### config.mk
export PLATFORM = sky130hd
export DESIGN_NAME = pxi_lb_target
export DESIGN_NICKNAME = d
export VERILOG_FILES = /design/src/rtl/pxi_lb_pkg.sv /design/src/rtl/pxi_lb_target.sv
export SDC_FILE = /design/constraint.sdc
export NUM_CORES = 1
export LEC_CHECK = 0
export ABC_AREA = 1
export ABC_CLOCK_PERIOD_IN_PS = 3600
export BUFFER_PORTS_ARGS = -buffer_cell sky130_fd_sc_hd__buf_2
export CAP_MARGIN = 20
export CORE_ASPECT_RATIO = 1.4
export CORE_MARGIN = 10
export CORE_UTILIZATION = 35
export DETAILED_ROUTE_END_ITERATION = 8
export SYNTH_ARGS = -nofsm -noshare
export SYNTH_HDL_FRONTEND = slang
export SYNTH_SLANG_ARGS = --single-unit
export TNS_END_PERCENT = 10
### constraint.sdc
create_clock -name CLK -period 3.6 [get_ports CLK]
set_clock_uncertainty 0.2 [all_clocks]
set_input_delay 0.36 -clock CLK [delete_from_list [all_inputs] [get_ports CLK]]
set_output_delay 0.36 -clock CLK [all_outputs]
set_load 0.05 [all_outputs]
### src/rtl/pxi_lb_pkg.sv
// Shared definitions for the PXI local-bus target.
// Contents:
//   - local-bus width constants (data, byte enables, word address range)
//   - target FSM state encoding
//   - helper that converts the wait-state parameter into a counter load value
package pxi_lb_pkg;

   localparam int LB_DATA_W   = 32;
   localparam int LB_BE_W     = 4;
   localparam int LB_ADDR_MSB = 31;
   localparam int LB_ADDR_LSB = 2;

   typedef enum logic [2:0] {
      IDLE  = 3'd0,
      RREQ  = 3'd1,
      RCAP  = 3'd2,
      RWAIT = 3'd3,
      WWAIT = 3'd4,
      BEAT  = 3'd5
   } lb_state_t;

   // Wait-state counts are 0..15; larger values are clipped so the
   // 4-bit counter never silently wraps.
   function automatic logic [3:0] wait_load(input int ws);
      if (ws > 15) begin
         return 4'd15;
      end
      return 4'(ws);
   endfunction

endpackage

### src/rtl/pxi_lb_target.sv
// PXI local-bus target stage.
// Decodes a BASE_ADDR window on the latched word address and runs single or
// burst read/write data phases, turning every beat into a user register
// strobe. All outputs are registered.
// Ports:
//   CLK, RST            clock, synchronous active-high reset
//   ADS_N, LQA, LW_R    address strobe, latched word address, direction
//   BLAST_N, LBE_N      last-beat flag, active-low byte enables
//   LD_IN               write data from the master
//   LD_OUT, LD_OE       read data to the master and its tristate enable
//   READY_N             beat ready, active low
//   USR_WR, USR_RD      one-cycle write strobe / read request
//   USR_ADDR            word offset inside the window
//   USR_WDATA, USR_BE   write data and active-high byte enables
//   USR_RDATA           read data, valid one cycle after USR_RD
module pxi_lb_target
   import pxi_lb_pkg::*;
#(
   parameter logic [31:0] BASE_ADDR   = 32'h0000_4000,
   parameter int          ADDR_BITS   = 8,
   parameter int          WAIT_STATES = 1
) (
   input  logic                           CLK,
   input  logic                           RST,
   input  logic                           ADS_N,
   input  logic [LB_ADDR_MSB:LB_ADDR_LSB] LQA,
   input  logic                           LW_R,
   input  logic                           BLAST_N,
   input  logic [LB_BE_W-1:0]             LBE_N,
   input  logic [LB_DATA_W-1:0]           LD_IN,
   output logic [LB_DATA_W-1:0]           LD_OUT,
   output logic                           LD_OE,
   output logic                           READY_N,
   output logic                           USR_WR,
   output logic                           USR_RD,
   output logic [ADDR_BITS-1:0]           USR_ADDR,
   output logic [LB_DATA_W-1:0]           USR_WDATA,
   output logic [LB_BE_W-1:0]             USR_BE,
   input  logic [LB_DATA_W-1:0]           USR_RDATA
);

   localparam logic       SKIP_WAIT = (WAIT_STATES == 0);
   localparam logic [3:0] WAIT_LOAD = wait_load(WAIT_STATES);

   lb_state_t            state_reg;
   logic [3:0]           cnt_reg;
   logic [ADDR_BITS-1:0] off_reg;
   logic                 wr_reg;

   logic                 hit;
   logic [ADDR_BITS-1:0] lqa_off;
   logic [ADDR_BITS-1:0] off_inc;

   assign hit     = (LQA[31:ADDR_BITS+2] == BASE_ADDR[31:ADDR_BITS+2]);
   assign lqa_off = LQA[ADDR_BITS+1:2];
   assign off_inc = off_reg + ADDR_BITS'(1);   // wraps modulo the window size

   // READY_N is registered, so it is pulled low on the same edge that enters
   // BEAT; it is therefore low exactly while the FSM sits in BEAT.
   always_ff @(posedge CLK) begin
      if (RST) begin
         state_reg <= IDLE;
         cnt_reg   <= '0;
         off_reg   <= '0;
         wr_reg    <= 1'b0;
         READY_N   <= 1'b1;
         LD_OE     <= 1'b0;
         LD_OUT    <= '0;
         USR_WR    <= 1'b0;
         USR_RD    <= 1'b0;
         USR_ADDR  <= '0;
         USR_WDATA <= '0;
         USR_BE    <= '0;
      end else begin
         READY_N <= 1'b1;
         USR_WR  <= 1'b0;
         USR_RD  <= 1'b0;

         case (state_reg)
            IDLE: begin
               if (!ADS_N && hit) begin
                  off_reg <= lqa_off;
                  cnt_reg <= WAIT_LOAD;
                  wr_reg  <= LW_R;
                  if (LW_R) begin
                     if (SKIP_WAIT) begin
                        state_reg <= BEAT;
                        READY_N   <= 1'b0;
                     end else begin
                        state_reg <= WWAIT;
                     end
                  end else begin
                     state_reg <= RREQ;
                     USR_RD    <= 1'b1;
                     USR_ADDR  <= lqa_off;
                     LD_OE     <= 1'b1;
                  end
               end
            end

            // USR_RD is high during this state; the user data arrives next cycle.
            RREQ: begin
               state_reg <= RCAP;
            end

            RCAP: begin
               LD_OUT <= USR_RDATA;
               if (SKIP_WAIT) begin
                  state_reg <= BEAT;
                  READY_N   <= 1'b0;
               end else begin
                  state_reg <= RWAIT;
               end
            end

            // cnt_reg holds the wait cycles still to spend, including the
            // current one, so the wait state lasts exactly WAIT_STATES cycles.
            RWAIT, WWAIT: begin
               if (cnt_reg <= 4'd1) begin
                  cnt_reg   <= '0;
                  state_reg <= BEAT;
                  READY_N   <= 1'b0;
               end else begin
                  cnt_reg <= cnt_reg - 4'd1;
               end
            end

            BEAT: begin
               if (wr_reg) begin
                  USR_WR    <= 1'b1;
                  USR_WDATA <= LD_IN;
                  USR_BE    <= ~LBE_N;
                  USR_ADDR  <= off_reg;
               end
               if (!BLAST_N) begin
                  state_reg <= IDLE;
                  LD_OE     <= 1'b0;
               end else begin
                  off_reg <= off_inc;
                  cnt_reg <= WAIT_LOAD;
                  if (wr_reg) begin
                     if (SKIP_WAIT) begin
                        state_reg <= BEAT;
                        READY_N   <= 1'b0;
                     end else begin
                        state_reg <= WWAIT;
                     end
                  end else begin
                     state_reg <= RREQ;
                     USR_RD    <= 1'b1;
                     USR_ADDR  <= off_inc;
                  end
               end
            end

            default: begin
               state_reg <= IDLE;
               LD_OE     <= 1'b0;
            end
         endcase
      end
   end

endmodule

==> metrics.md, run 1 <==
| Metric | Value |
|---|---|
| Outcome | `completed` |
| I/O Buffers | `182` |
| Relative contribution of sequential cells to total power | `0.337` |
| Clock sink count | `96` |
| CP max stage cell | `nand2_2` |
| Area share of the largest cell type after synthesis | `0.458` |
| Max_slew headroom | `0.551` |
| Leading post-synthesis cells by instance count | `nor2_1 (124), dfxtp_1 (96), nand2_1 (86), o21ai_0 (86), inv_1 (67)` |
| Tightest Pin Transition | `0.673 ns` |
| Max incr delay on CP | `0.42 ns` |
| Hold slack | `0.0373 ns` |
| Count of max-cap constraint violations | `0` |
| Number of buffers between clock root and the deepest sink | `2` |
| Number of DRC markers in iteration 0 | `166` |
| Period minus WS final | `2.34 ns` |
| H-Tree Level Count | `3` |
| Leakage power of the design | `2.79 nW` |
| Number of inserted filler cells in the final layout | `1257` |
| Final-report max-slew violation count | `0` |
| Number of warning messages in the yosys log | `0` |
| Worst EP arrival | `2.43 ns` |
| Placer's final routability congestion estimate | `0.822` |
| Clock tree from TritonCTS | `yes` |
| Logic gate share of total power | `0.413` |
| Number of distinct standard cells referenced by the synthesized netlist | `30` |
| Crit path kind | `reg -> reg` |
| Summed negative setup slack over all endpoints | `0 ns` |
| Average instance area after synthesis | `6.96 um2` |
| HP Class | `in -> reg` |
| Effective utilization at floorplan | `0.357` |
| Antenna violations before repair | `1` |
| Setup repair after global routing missed its margin | `false` |
| Wire length per cell after detailed routing | `13.9 um` |
| Crit path required time | `3.68 ns` |
| Path depth of the worst reg2reg path | `7` |
| Net switching fraction of the power | `0.437` |
| Final Hold Vio Count | `0` |
| Horizontal die dimension | `113 um` |
| Proportion of synthesized flip-flops having asynchronous set or reset | `0` |
| Number of enable-type register cells in the synthesized netlist | `0` |
| Total die area | `16800 um2` |
| Psw | `0.00186 W` |
| Area of combinational cells with multiple inputs | `1850 um2` |
| Die height | `150 um` |
| Clock power share | `0.249` |
| Cell Int Power | `0.00240 W` |
| Critical Path Fanout Max | `34` |
| Row count | `47` |
| Number of synthesized register bits | `96` |
| Tot GR Track Use | `0.146` |
| Gate count after technology mapping | `603` |
| Number of iterations in the first detailed-routing pass | `4` |
| Nets@finish | `878` |
| Kind of end point of the critical path | `register` |
| Proportion of synthesized chip area in sequential cells | `0.458` |
| Number of nets in the synthesized netlist | `709` |
| Overflow left after global routing | `0` |
| Number of failing setup endpoints in the final timing report | `0` |
| VDD IR-drop max | `0.335 mV` |
| Share of layout cells above drive strength 1 | `0.282` |
| Area of the core region | `11800 um2` |
| Cell taking the most area after synthesis | `dfxtp_1` |
| Most common cell in the netlist | `nor2_1` |
| Worst-path clk slew | `0.07 ns` |
| Post-detailed-placement half-perimeter wirelength | `9590 um` |
| CTS Root Cell | `clkbuf_16` |
| Resized Gates After CTS | `0` |
| Clk_lat worst skew | `0.34 ns` |
| Largest net degree at the start of global routing | `65` |
| Boundary pin count | `183` |
| Total detailed-routing wirelength | `12900 um` |
| Cells on Worst Hold Path | `3` |
| Total DRC errors in the routed layout | `0` |
| Antenna Violating Nets Remaining | `0` |
| Total number of vias | `4298` |
| Sequence of cells on the critical path | `inv_2, nand3_2, inv_2, nand2_2, o211ai_1, o21ai_1, nor2_1` |
| Storage cell area | `1920 um2` |
| Period utilization | `0.651` |
| Netlist area before placement | `4200 um2` |
| Top area cells in the synthesized netlist | `dfxtp_1 (46%), nor2_1 (11%), o21ai_0 (10%)` |
| Number of global-route vias before repair | `4185` |
| Power per cell area | `770 nW/um2` |
| Final cell utilization of the core | `0.471` |
| Total power consumption of the routed design | `0.00426 W` |
| Layout Area Growth over Synthesis | `32.0%` |
| Global-route wire length before repair | `20500 um` |
| Dominant synthesized flop cell | `dfxtp_1` |
| Registers with the most flip-flops | `LD_OUT: 32 flops, USR_WDATA: 32 flops` |
| Highest clock rate | `0.426 GHz` |
| Ratio of routed vias to standard cells | `4.65` |
| Setup crit start kind | `register` |
| Inserted Clock Buffers | `9` |
| Cell type with the highest occurrence count on the critical path | `inv_2` |
## cell families after synthesis
group,after synthesis,share of synthesized area
compound gates,151,0.184
fa+ha+maj,3,0.00894
buf+inv,103,0.103
xor+xnor,3,0.00626
simple gates,247,0.240
flops,96,0.458
## path summary, 6_finish.rpt
| check | startpoint | to | slack [ns] |
|---|---|---|---|
| max reg2reg | state_reg[1] | state_reg[2] | 1.26 |
| max | state_reg[1] | state_reg[2] | 1.26 |
| min reg2reg | LD_OUT[19] | LD_OUT[19] | 0.24 |
| min | LD_IN[11] | USR_WDATA[11] | 0.04 |
## per-stage QoR
stage	cells	setup WS (ns)	instance area, um2
global placement	904	1.29	5160
floorplan	603	1.99	4200
detailed placement	904	1.24	5160
CTS	924	1.22	5540
finish	925	1.26	5540
global route	924	0.960	5540
## placed cells by master, fill, tap and decap left out, drive strengths merged, types with 3 or more instances in the layout
cell / count
a21oi: 57
nor2: 124
o21ai: 89
nand4: 4
a21boi: 3
clkbuf: 12
or2: 3
buf: 186
nand3: 22
dfxtp: 96
inv: 71
dlygate4sd3: 4
nand2: 93
ha: 3
## layer usage
layer	global-route usage	vias up	share of wire
met1	0.158	1892	0.40
li1	-	2252	-
met4	0.0534	2	0.015
met3	0.0749	16	0.10
met5	0	-	0.00085
met2	0.240	136	0.48
## worst max-delay path, delay by kind of cell (launching register included)
kind | cells | cell delay (ns)
buffers and inverters | 2 | 0.42
and+or+nand+nor | 3 | 0.85
DFF | 1 | 0.37
AOI/OAI and AO/OA | 2 | 0.44
## repair_timing
item / CTS / global route
hold buffers: 4 / 0
endpoints found under the hold margin: 4 / 0
buffers inserted: 0 / 0
## power by group through the flow
| stage | Sequential (W) | Clock (W) | Combinational [W] |
|---|---|---|---|
| global placement | 0.00145 | 0 | 0.00175 |
| global route | 0.00147 | 0.00113 | 0.00196 |
| finish | 0.00144 | 0.00106 | 0.00176 |
| detailed placement | 0.00147 | 0 | 0.00178 |
| floorplan | 0.00204 | 0 | 0.000784 |
| CTS | 0.00144 | 0.00109 | 0.00178 |
## final cells by class
class | count | area share
sequential | 96 | 0.347
clock buffer | 12 | 0.0463
timing repair buffer | 190 | 0.177
clock inverter | 4 | 0.0138
antenna | 1 | 0.000452
multi-input combinational | 404 | 0.334
tap | 147 | 0.0332
inverter | 71 | 0.0481
Note: power is estimated with default switching activity, not from simulation.
==> run 2, diff against run 1 <==
- ABC_CLOCK_PERIOD_IN_PS: 3600 -> 2000
- clock period: 3.6 -> 2 ns (I/O delays scaled with it)
==> run 2 against run 1 <==
  * Count of clock-buffer cells in the layout shrank 3
  * Highest routed layer is now met4
  * Sequential cell count unchanged
  * Via count is 8.4% higher
  * Non-clock buffer count rose by 70
  * Power is 78% higher
==> metrics.md, run 2 (synthesis results as in run 1) <==
| Metric | Value |
|---|---|
| Outcome | `completed` |
| Wire length per cell after detailed routing | `14.0 um (+0.85%)` |
| Ratio of routed vias to standard cells | `4.69 (+0.87%)` |
| Count of max-cap constraint violations | `0 (unchanged)` |
| Total detailed-routing wirelength | `14000 um (+8.4%)` |
| Final Hold Vio Count | `0 (unchanged)` |
| Final-report max-slew violation count | `0 (unchanged)` |
| Inserted Clock Buffers | `9 (unchanged)` |
| Worst-path clk slew | `0.07 ns (about the same)` |
| Effective utilization at floorplan | `0.357 (unchanged)` |
| Nets@finish | `948 (+8.0%)` |
| Logic gate share of total power | `0.439 (+0.026)` |
| Relative contribution of sequential cells to total power | `0.342 (+0.005)` |
| Number of global-route vias before repair | `4838 (+16%)` |
| Max_slew headroom | `0.732 (+0.181)` |
| Number of buffers between clock root and the deepest sink | `2 (unchanged)` |
| Clock power share | `0.219 (-0.030)` |
| H-Tree Level Count | `3 (unchanged)` |
| Setup slack, reg-to-reg | `0.15 ns (-1.11 ns)` |
| Crit path required time | `2.03 ns (-1.65 ns)` |
| Most common cell after layout, fill and taps aside | `buf_2` |
| Registers with the most flip-flops | `LD_OUT: 32 flops, USR_WDATA: 32 flops` |
| Area of the core region | `11800 um2 (unchanged)` |
| Cell Int Power | `0.00414 W (+72%)` |
| Clk_lat worst skew | `0.34 ns (about the same)` |
| Antenna Violating Nets Remaining | `0 (unchanged)` |
| Total number of vias | `4659 (+8.4%)` |
| Number of iterations in the first detailed-routing pass | `4 (unchanged)` |
| Number of inserted filler cells in the final layout | `1152 (-8.4%)` |
| Share of layout cells above drive strength 1 | `0.264 (-0.0174)` |
| Worst EP arrival | `1.88 ns (-0.55 ns)` |
| Boundary pin count | `183 (unchanged)` |
| Post-detailed-placement half-perimeter wirelength | `9910 um (+3.4%)` |
| Post CTS Setup Buffer Count | `0 (unchanged)` |
| Total power consumption of the routed design | `0.00759 W (+78%)` |
| Period minus WS final | `1.85 ns (-0.494 ns)` |
| Clock sink count | `96 (unchanged)` |
| Total die area | `16800 um2 (unchanged)` |
| Tot GR Track Use | `0.160 (+0.0131)` |
| Number of DRC markers in iteration 0 | `207 (+25%)` |
| Horizontal die dimension | `113 um (unchanged)` |
| Psw | `0.00345 W (+85%)` |
| Clock tree from TritonCTS | `yes` |
| Overflow left after global routing | `0 (unchanged)` |
| Layout Area Growth over Synthesis | `48.2%` |
| Leakage power of the design | `3.08 nW (+10%)` |
| Period utilization | `0.925 (+0.274)` |
| Antenna violations before repair | `0 (-1)` |
| CTS Root Cell | `clkbuf_16` |
| Highest clock rate | `0.540 GHz (+27%)` |
| Net switching fraction of the power | `0.455 (+0.0181)` |
| Ant. Diodes | `0 (-1)` |
| Die height | `150 um (unchanged)` |
| Setup repair after global routing missed its margin | `false` |
| Most used cells in the layout excluding fill and tap cells | `buf_2 (182), nor2_1 (123), dfxtp_1 (95)` |
| Summed negative setup slack over all endpoints | `0 ns (unchanged)` |
| I/O Buffers | `182 (unchanged)` |
| Kind of end point of the critical path | `register` |
| HP Class | `in -> reg` |
| Largest net degree at the start of global routing | `65 (unchanged)` |
| Tightest Pin Transition | `0.403 ns (-0.270 ns)` |
| Total DRC errors in the routed layout | `0 (unchanged)` |
| Number of failing setup endpoints in the final timing report | `0 (unchanged)` |
| Placer's final routability congestion estimate | `0.797 (-3.0%)` |
| VDD IR-drop max | `0.472 mV (+41%)` |
| Critical Path Fanout Max | `11 (-68%)` |
| Global-route wire length before repair | `22700 um (+10%)` |
| Power per cell area | `1220 nW/um2 (+58%)` |
| Row count | `47 (unchanged)` |
| Setup crit start kind | `register` |
| Crit path kind | `reg -> reg` |
run 2: changes by cell type in the layout (fill, tap and decap cells not counted), moves of 2 or more:
cell,change
dlygate4sd3_1,+67
inv_6,+4
buf_12,+3
bufinv_16,-2
clkbuf_8,-2
run 2: worst max-delay path, cell delays in order (launching register included):
cell           delay [ns]
dfxtp_1              0.41
nand3_2              0.15
inv_4                0.15
nand2_2              0.14
nand2_1              0.10
a21oi_1              0.05
dlygate4sd3_1        0.55
run 2: power groups by stage:
| stage | Clock, W | Combinational [W] | Sequential, W |
|---|---|---|---|
| final | 0.00166 | 0.00333 | 0.00260 |
| after global routing | 0.00179 | 0.00368 | 0.00266 |
| after CTS | 0.00172 | 0.00336 | 0.00260 |
| after detailed placement | 0 | 0.00325 | 0.00264 |
| after global placement | 0 | 0.00318 | 0.00262 |
| after floorplan | 0 | 0.00141 | 0.00368 |
run 2: worst paths after layout:
| check | from | end | depth (start not counted) |
|---|---|---|---|
| setup / recovery | state_reg[2] | USR_WDATA[31] | 6 |
| hold / removal | LQA[6] | USR_ADDR[4] | 5 |
| setup reg to reg | state_reg[2] | USR_WDATA[31] | 6 |
| hold reg to reg | LD_OUT[14] | LD_OUT[14] | 2 |
run 2: metrics by stage:
stage / utilization / setup slack (ns) / hold slack (ns) / area [um2] / cells
floorplan: - / 0.393 / 0.0894 / 4200 / 603
global placement: 0.444 / 0.271 / 0.175 / 5220 / 907
detailed placement: 0.444 / 0.160 / 0.182 / 5220 / 907
CTS: 0.529 / 0.0597 / 0.00287 / 6220 / 994
global route: 0.529 / 0.0434 / 0.0345 / 6220 / 994
finish: 0.529 / 0.149 / 0.0130 / 6220 / 994
run 2: what timing repair did:
item,4_1_cts,5_1_grt
endpoints found under the setup margin,0,5
hold buffers,71,0
hold endpoints to repair,76,0
resized for setup,0,3
run 2: cell type report:
class,instances,area [um2],share of cell area
sequential,96,1920,0.309
multi-input combinational,404,1850,0.297
timing repair buffer,260,1710,0.275
inverter,71,269,0.0432
clock buffer,9,225,0.0362
tap,147,184,0.0296
clock inverter,7,58.8,0.00945
run 2: routing by layer:
metal | GRT usage | routed length [um] | part of all wire | vias to the layer above
met2 | 0.276 | 6840 | 0.49 | 164
li1 | - | - | - | 2379
met1 | 0.168 | 5550 | 0.40 | 2085
met5 | 0 | 0 | 0 | -
met3 | 0.0625 | 1180 | 0.085 | 31
met4 | 0.0700 | 386 | 0.028 | 0
==> run 3, diff against run 2 <==
- ABC_CLOCK_PERIOD_IN_PS: 2000 -> 2200
- SETUP_SLACK_MARGIN: unset -> 0.15
- clock period: 2 -> 2.2 ns (I/O delays scaled with it)
==> run 3 against run 2 <==
  * Sequential cell count did not move
  * Power fell by 8.0%
  * Worst hold slack improved by 0.021 ns
  * Count of clock-buffer cells in the layout did not move
  * Combinational power fell by 9.3%
  * Worst setup slack improved by 0.22 ns
  * Critical path type unchanged
  * Largest cell class unchanged
  * Largest power group unchanged
  * Highest routed layer unchanged
==> metrics.md, run 3 (synthesis results as in run 1) <==
| Metric | Value |
|---|---|
| Outcome | `completed` |
| Pre-CTS setup slack | `0.370 ns (+0.210 ns)` |
| Tot GR Track Use | `0.164 (+0.00440)` |
| Final WS setup | `0.373 ns (+0.224 ns)` |
| Setup crit start kind | `register` |
| Largest net degree at the start of global routing | `65 (unchanged)` |
| Overflow left after global routing | `0 (unchanged)` |
| Wire length per cell after detailed routing | `14.3 um (+2.0%)` |
| Hold slack | `0.0343 ns (+0.0214 ns)` |
| Post-Layout Inst Area | `6210 um2 (-0.20%)` |
| Crit path required time | `2.23 ns (+0.20 ns)` |
| Clock tree from TritonCTS | `yes` |
| Worst EP arrival | `1.86 ns (-0.02 ns)` |
| Period utilization | `0.830 (-0.0950)` |
| Resized Gates After CTS | `0 (unchanged)` |
| Antenna Violating Nets Remaining | `0 (unchanged)` |
| Kind of end point of the critical path | `register` |
| CTS Root Cell | `clkbuf_16` |
| Effective utilization at floorplan | `0.357 (unchanged)` |
| Post-detailed-placement half-perimeter wirelength | `10000 um (+1.3%)` |
| VDD IR-drop max | `0.397 mV (-16%)` |
| Die height | `150 um (unchanged)` |
| Registers with the most flip-flops | `LD_OUT: 32 flops, USR_WDATA: 32 flops` |
| Highest clock rate | `0.547 GHz (+1.3%)` |
| Final Hold Vio Count | `0 (unchanged)` |
| Leakage power of the design | `3.07 nW (-0.20%)` |
| Total die area | `16800 um2 (unchanged)` |
| Setup repair after global routing missed its margin | `false` |
| Share of layout cells above drive strength 1 | `0.264 (-0.000557)` |
| Layout Area Growth over Synthesis | `47.9%` |
| Number of global-route vias before repair | `4892 (+1.1%)` |
| Total DRC errors in the routed layout | `0 (unchanged)` |
| Period minus WS final | `1.83 ns (-0.0240 ns)` |
| Global-route wire length before repair | `23100 um (+2.0%)` |
| Max_slew headroom | `0.719 (-0.0120)` |
| Total power consumption of the routed design | `0.00699 W (-8.0%)` |
| Crit path kind | `reg -> reg` |
| Clock sink count | `96 (unchanged)` |
| Nets@finish | `946 (-0.21%)` |
| Post-detailed-placement cell area | `5210 um2 (-0.24%)` |
| Number of inserted filler cells in the final layout | `1117 (-3.0%)` |
| Number of buffers between clock root and the deepest sink | `2 (unchanged)` |
| HP Class | `in -> reg` |
| Boundary pin count | `183 (unchanged)` |
| Inserted Clock Buffers | `9 (unchanged)` |
| Post CTS Setup Buffer Count | `0 (unchanged)` |
| Clk_lat worst skew | `0.34 ns (about the same)` |
| Number of iterations in the first detailed-routing pass | `4 (unchanged)` |
| H-Tree Level Count | `3 (unchanged)` |
| Tightest Pin Transition | `0.416 ns (+0.0136 ns)` |
| Most used cells in the layout excluding fill and tap cells | `buf_2 (182), nor2_1 (123), dfxtp_1 (96)` |
| Number of failing setup endpoints in the final timing report | `0 (unchanged)` |
| Storage cell area | `1920 um2 (about the same)` |
| Most common cell after layout, fill and taps aside | `buf_2` |
| Count of max-cap constraint violations | `0 (unchanged)` |
| Power per cell area | `1130 nW/um2 (-7.8%)` |
| Number of DRC markers in iteration 0 | `162 (-22%)` |
| Final-report max-slew violation count | `0 (unchanged)` |
| Area of the core region | `11800 um2 (unchanged)` |
| Total number of vias | `4687 (+0.60%)` |
| Horizontal die dimension | `113 um (unchanged)` |
| Setup slack, reg-to-reg | `0.37 ns (+0.22 ns)` |
| Summed negative setup slack over all endpoints | `0 ns (unchanged)` |
| Area of combinational cells with multiple inputs | `1850 um2 (unchanged)` |
| Antenna violations before repair | `0 (unchanged)` |
| Total detailed-routing wirelength | `14200 um (+2.0%)` |
| Worst-path clk slew | `0.07 ns (about the same)` |
| Row count | `47 (unchanged)` |
| Critical Path Fanout Max | `4 (-7)` |
| I/O Buffers | `182 (unchanged)` |
| Placer's final routability congestion estimate | `0.841 (+5.5%)` |
| Ratio of routed vias to standard cells | `4.72 (+0.60%)` |
==> run 3: report_power, final <==
part           switching [W]  internal [W]  total, W  leakage (nW)
registers           0.000247       0.00211   0.00236         0.780
clock network       0.000713      0.000895   0.00161         0.147
logic                0.00217      0.000857   0.00302          2.15
==> run 3: timing repair <==
action,4_1_cts,5_1_grt
setup endpoints to repair,0,0
hold endpoints to repair,74,0
hold buffers,69,0
==> run 3: metal layers <==
| layer | track usage | wire, um |
|---|---|---|
| met3 | 0.0637 | 1310 |
| met5 | 0 | 0 |
| met4 | 0.0732 | 426 |
| met1 | 0.171 | 5520 |
| met2 | 0.285 | 6990 |
==> run 3: cell type report <==
cell class / instances / area share
flip-flops and latches: 96 / 0.309
multi-input cells: 404 / 0.298
repair buffers: 258 / 0.270
inverters: 71 / 0.0429
clock buffers: 9 / 0.0363
well taps: 147 / 0.0296
clock inverters: 7 / 0.0125
diodes: 2 / 0.000806
==> run 3: critical path, stage by stage, from the launching register on <==
cell     delay [ns]
dfxtp_1        0.38
inv_1          0.08
ha_1           0.22
o21ai_0        0.37
nand2_1        0.12
nand2_1        0.15
inv_1          0.07
nor2_1         0.08
nor2_1         0.05
==> run 3: worst paths after layout <==
path / from / to / cells after the start
worst min-delay path: LQA[6] / USR_ADDR[4] / 5
worst min register to register: LD_OUT[5] / LD_OUT[5] / 2
worst max register to register: cnt_reg[0] / state_reg[0] / 8
worst max-delay path: cnt_reg[0] / state_reg[0] / 8
==> run 3: metrics by stage <==
stage / instances / util
floorplan: 603 / -
global placement: 907 / 0.443
detailed placement: 907 / 0.443
CTS: 992 / 0.528
global route: 992 / 0.528
finish: 994 / 0.528
